**src/rtl/phys_free_list.sv**
```systemverilog
// rtl/phys_free_list.sv - circular free list of physical register tags with one-cycle flush recovery
module phys_free_list #(
    parameter int PHYS_REGS = 64,
    parameter int ARCH_REGS = 32,
    parameter int PHYS_W    = 6,
    parameter int ALLOC_W   = 2,
    parameter int FREE_W    = 2
) (
    input  logic                                        clk,
    input  logic                                        reset,
    input  logic [ALLOC_W-1:0]                          alloc_req,
    output logic                                        alloc_ready,
    output logic [ALLOC_W-1:0][PHYS_W-1:0]              alloc_phys,
    input  logic [FREE_W-1:0]                           free_en,
    input  logic [FREE_W-1:0][PHYS_W-1:0]               free_phys,
    input  logic                                        flush,
    output logic [$clog2(PHYS_REGS-ARCH_REGS):0]        free_count,
    output logic                                        overflow_err
);
    localparam int DEPTH = PHYS_REGS - ARCH_REGS;
    localparam int IDX_W = $clog2(DEPTH);
    localparam int PTR_W = IDX_W + 1;

    logic [PHYS_W-1:0] mem_q [DEPTH];
    logic [PHYS_W-1:0] mem_d [DEPTH];
    logic [PTR_W-1:0]  spec_head_q, spec_head_d;
    logic [PTR_W-1:0]  commit_head_q, commit_head_d;
    logic [PTR_W-1:0]  tail_q, tail_d;
    logic              overflow_err_q, overflow_err_d;
    logic [PTR_W-1:0]  alloc_cnt, free_cnt, rd_ptr, wr_ptr;
    logic              full;

    assign free_count   = tail_q - spec_head_q;
    assign overflow_err = overflow_err_q;
    // Every free tag is already in the queue, so a further release has nowhere legal to go.
    assign full         = (free_count == PTR_W'(DEPTH));

    always_comb begin
        alloc_cnt = '0;
        rd_ptr    = spec_head_q;
        for (int k = 0; k < ALLOC_W; k++) begin
            alloc_phys[k] = mem_q[spec_head_q[IDX_W-1:0]];
            if (alloc_req[k]) begin
                rd_ptr        = spec_head_q + alloc_cnt;
                alloc_phys[k] = mem_q[rd_ptr[IDX_W-1:0]];
                alloc_cnt     = alloc_cnt + PTR_W'(1);
            end
        end
        alloc_ready = !flush && (free_count >= alloc_cnt);
    end

    always_comb begin
        mem_d          = mem_q;
        free_cnt       = '0;
        wr_ptr         = tail_q;
        overflow_err_d = overflow_err_q | (full & (|free_en));
        if (!full) begin
            for (int k = 0; k < FREE_W; k++) begin
                if (free_en[k]) begin
                    wr_ptr                     = tail_q + free_cnt;
                    mem_d[wr_ptr[IDX_W-1:0]]   = free_phys[k];
                    free_cnt                   = free_cnt + PTR_W'(1);
                end
            end
        end
        tail_d        = tail_q + free_cnt;
        commit_head_d = commit_head_q + free_cnt;
        // Squashed allocations sit between the committed and speculative heads; rewinding reclaims them.
        if (flush) begin
            spec_head_d = commit_head_d;
        end else if (alloc_ready) begin
            spec_head_d = spec_head_q + alloc_cnt;
        end else begin
            spec_head_d = spec_head_q;
        end
    end

    always_ff @(posedge clk or posedge reset) begin
        if (reset) begin
            for (int i = 0; i < DEPTH; i++) begin
                mem_q[i] <= PHYS_W'(ARCH_REGS + i);
            end
            spec_head_q    <= '0;
            commit_head_q  <= '0;
            tail_q         <= PTR_W'(DEPTH);
            overflow_err_q <= 1'b0;
        end else begin
            mem_q          <= mem_d;
            spec_head_q    <= spec_head_d;
            commit_head_q  <= commit_head_d;
            tail_q         <= tail_d;
            overflow_err_q <= overflow_err_d;
        end
    end
endmodule

```
**config.mk**
```make
export PLATFORM = sky130hd
export DESIGN_NAME = phys_free_list
export DESIGN_NICKNAME = d
export VERILOG_FILES = /design/src/rtl/phys_free_list.sv
export SDC_FILE = /design/constraint.sdc
export NUM_CORES = 1
export LEC_CHECK = 0
export BUFFER_PORTS_ARGS = -buffer_cell sky130_fd_sc_hd__buf_2
export CAP_MARGIN = 20
export CORE_MARGIN = 3
export CORE_UTILIZATION = 50
export CTS_BUF_LIST = sky130_fd_sc_hd__clkbuf_16
export DETAILED_ROUTE_END_ITERATION = 8
export GPL_ROUTABILITY_DRIVEN = 1
export PLACE_DENSITY = 0.73
export SLEW_MARGIN = 20
export SYNTH_ARGS = -nofsm -noshare
export SYNTH_HDL_FRONTEND = slang
export SYNTH_SLANG_ARGS = --single-unit
```
**constraint.sdc**
```tcl
create_clock -name clk -period 17.9 [get_ports clk]
set_input_delay 1.79 -clock clk [delete_from_list [all_inputs] [get_ports clk]]
set_output_delay 1.79 -clock clk [all_outputs]
set_load 0.005 [all_outputs]
```
==> impl_metrics.env <==
export IMPL_status="finished, final reports clean"
export IMPL_setup_viol=0
export IMPL_start_util_pct=51.16
export IMPL_grt_pass1_wl_um=76210
export IMPL_worst_pin_slew_ns=1.125
export IMPL_gp_congestion=1.044
export IMPL_area_growth_pct=7.596
export IMPL_remaining_drc_errors=0
export IMPL_ys_seq_area_share_pct=39.00
export IMPL_reg2reg_from="spec_head_q[2]$_DFFE_PP0P_"
export IMPL_period_needed_ns=6.247
export IMPL_fp_dieW_um=172.7
export IMPL_post_cts_buffers=0
export IMPL_ys_ff_latch=211
export IMPL_tns_ns=0
export IMPL_ir_worst_vdd_uv=96.21
export IMPL_slew_viol_final=0
export IMPL_drtAntennaViolNets=0
export IMPL_cp_max_fo=48
export IMPL_first_pass_iters=8
export IMPL_tritoncts="done"
export IMPL_max_freq_ghz=0.1601
export IMPL_yosys_cell_types_count=58
export IMPL_worstPathRequired_ns=16.11
export IMPL_fp_dieArea_um2=29840
export IMPL_cts_htree_levels=1
export IMPL_drive_gt1_share_pct=30.29
export IMPL_io_buffers=38
export IMPL_syn_area_um2=13900
export IMPL_ys_warnings_count=0
export IMPL_synth_area_leader_cell="dfstp_2"
export IMPL_grt_use_total_pct=33.34
export IMPL_final_cells=1554
export IMPL_syn_inst=1192
export IMPL_cpPeakStageDelay_ns=0.84
export IMPL_routed_wirelength_um=50830
export IMPL_slew_headroom_pct=24.97
export IMPL_crit_buf_inv=2
export IMPL_synth_area_leaders="dfstp_2 21%, mux4_2 19%, dfrtp_1 18%, a2bb2oi_1 10%, o22ai_1 8.9%"
export IMPL_path_class="in2out"
export IMPL_start_kind="primary input"
export IMPL_fillers=2257
export IMPL_rsz0062_at_grt="no"
export IMPL_dp_hpwl_um=34050
export IMPL_core_area_um2=27180
export IMPL_clock_skew_ns=0.01431
export IMPL_synth_flop_cell="dfstp_2"
export IMPL_grt_pass1_vias=11716
export IMPL_drt_initial_drc_count=2107
export IMPL_layout_common_cells="198 x o22ai_1, 160 x a2bb2oi_1, 120 x mux4_2"
export IMPL_syn_nets=1235
export IMPL_num_io_pins=39
export IMPL_r2r_end="mem_q[54]$_DFFE_PP0P_"
export IMPL_clk_latency_ns=0.53
export IMPL_vias=12132
export IMPL_cp_cell_sequence="buf_2 > ha_4 > mux4_2 > mux4_2 > o22ai_1 > nor2_1 > buf_2"
export IMPL_post_cts_resized=0
export IMPL_vias_per_cell=7.807
export IMPL_final_hold_viol_count=0
export IMPL_crit_path_top_delay_cell="ha_4"
export IMPL_regArea_um2=5426
export IMPL_cts_hold_buf=0
export IMPL_final_common_cell="o22ai_1"
export IMPL_cts_root_buf="clkbuf_16"
export IMPL_worstPathArrival_ns=4.46
export IMPL_min_from="overflow_err$_DFF_PP0_"
export IMPL_hold_depth=1
export IMPL_grt_max_degree=139
export IMPL_synth_avg_cell_area_um2=11.66
export IMPL_die_h_um=172.7
export IMPL_min_period_over_period_pct=34.90
export IMPL_synthArstFlopShare_pct=100.0
export IMPL_multiInputGateArea_um2=7891
export IMPL_antenna_cells=0
export IMPL_drv_cap=0
export IMPL_hold_path_class="reg2reg"
export IMPL_placed_cells=1510
export IMPL_avgRoutedWirePerCell_um=32.71
export IMPL_cts_sinks=211
export IMPL_antenna_found_initial=0
export IMPL_cts_buffers=24
export IMPL_critical_path_top_delay_family="multiplexers"
export IMPL_powerDensity_nw_per_um2=236.8
export IMPL_leakage_uw=0.005527
export IMPL_ctsLongestPathBuffers=3
export IMPL_whs_endpoint="overflow_err$_DFF_PP0_"
export IMPL_synth_top_area_share_pct=21.36
export IMPL_reg2reg_depth=9
export IMPL_nets=1207
export IMPL_grt_overflow=0
export IMPL_reg2reg_setup_slack_ns=12.72
export IMPL_end_kind="primary output"
export IMPL_synth_edf_count=0
export IMPL_clk_pin_slew_ns=0.06
export IMPL_rows=60
==> flip-flops by register name, indices dropped and copies added, names as in the netlist <==
| signal | count |
|---|---|
| commit_head_q | 6 |
| mem_q | 192 |
| spec_head_q | 6 |
| tail_q | 6 |
| overflow_err | 1 |
==> how the worst max path moves through the flow <==
| stage | from | end | slack [ns] | cells after the start |
|---|---|---|---|---|
| 2_1_floorplan | reset | commit_head_q[0]$_DFF_PP0_ | 10.53 | 1 |
| 3_3_place_gp | alloc_req[0] | alloc_phys[11] | 11.38 | 8 |
| 3_5_place_dp | alloc_req[0] | alloc_phys[11] | 11.32 | 8 |
| 4_1_cts | alloc_req[0] | alloc_phys[11] | 11.32 | 8 |
| 5_1_grt | alloc_req[0] | alloc_phys[11] | 11.52 | 7 |
| 6_report | alloc_req[0] | alloc_phys[11] | 11.65 | 7 |
==> logic make-up after synthesis <==
family                     share of synthesized area, %
AOI/OAI and AO/OA                                 27.13
DFF                                               39.00
and+or+nand+nor                                   6.309
buffers and inverters                             4.680
muxes                                             19.51
adders and majority gates                         2.376
xor gates and xnor gates                         0.9991
==> through the flow <==
| step | setup slack, ns | util [%] | hold WS (ns) | total power (uW) | instance area [um2] |
|---|---|---|---|---|---|
| global route | 11.52 | 55.04 | 0.4960 | 3681 | 14960 |
| detailed placement | 11.32 | 52.04 | 0.4602 | 2972 | 14140 |
| finish | 11.65 | 55.04 | 0.4728 | 3542 | 14960 |
| CTS | 11.32 | 54.94 | 0.4727 | 3477 | 14930 |
| global placement | 11.38 | 52.04 | 0.4539 | 2940 | 14140 |
| floorplan | 10.53 | - | 0.4437 | 2390 | 13900 |
==> cells in the mapped netlist, drive strengths merged (2+ instances only) <==
| library cell | n |
|---|---|
| a2111oi | 3 |
| a21o | 5 |
| a21oi | 39 |
| a22o | 4 |
| a22oi | 3 |
| a2bb2oi | 160 |
| a31o | 16 |
| and2 | 2 |
| and3 | 3 |
| buf | 45 |
| clkbuf | 60 |
| clkinv | 3 |
| dfrtp | 98 |
| dfstp | 113 |
| fa | 4 |
| ha | 20 |
| inv | 22 |
| mux4 | 120 |
| nand2 | 70 |
| nand2b | 6 |
| nand3 | 25 |
| nand4 | 2 |
| nor2 | 56 |
| nor2b | 4 |
| nor3 | 10 |
| nor4 | 9 |
| o211a | 2 |
| o21ai | 21 |
| o22ai | 198 |
| o2bb2a | 32 |
| o32a | 2 |
| o32ai | 3 |
| or2 | 2 |
| or3 | 3 |
| xnor2 | 11 |
| xor2 | 4 |
==> report_power, final <==
| part | leakage (uW) | internal (uW) | switching, uW |
|---|---|---|---|
| combinational | 0.00281 | 938 | 905 |
| clock | 0.000418 | 294 | 202 |
| sequential | 0.00230 | 828 | 373 |
| total | 0.00553 | 2060 | 1480 |
==> per-layer routing <==
| metal | routed length [um] | part of all wire (%) | track usage (%) |
|---|---|---|---|
| met1 | 18330 | 36 | 44.29 |
| met2 | 22120 | 44 | 50.02 |
| met3 | 7148 | 14 | 10.36 |
| met4 | 3233 | 6.4 | 16.35 |
| met5 | 0 | 0 | 0 |
==> layout make-up <==
class,count,share of cell area [%]
Clock buffer,25,4.182
Clock inverter,19,1.071
Multi-Input combinational cell,851,52.76
Sequential cell,211,36.28
Tap cell,372,3.112
Timing Repair Buffer,51,1.924
Inverter,25,0.6775
Note: power is estimated with default switching activity, not from simulation.
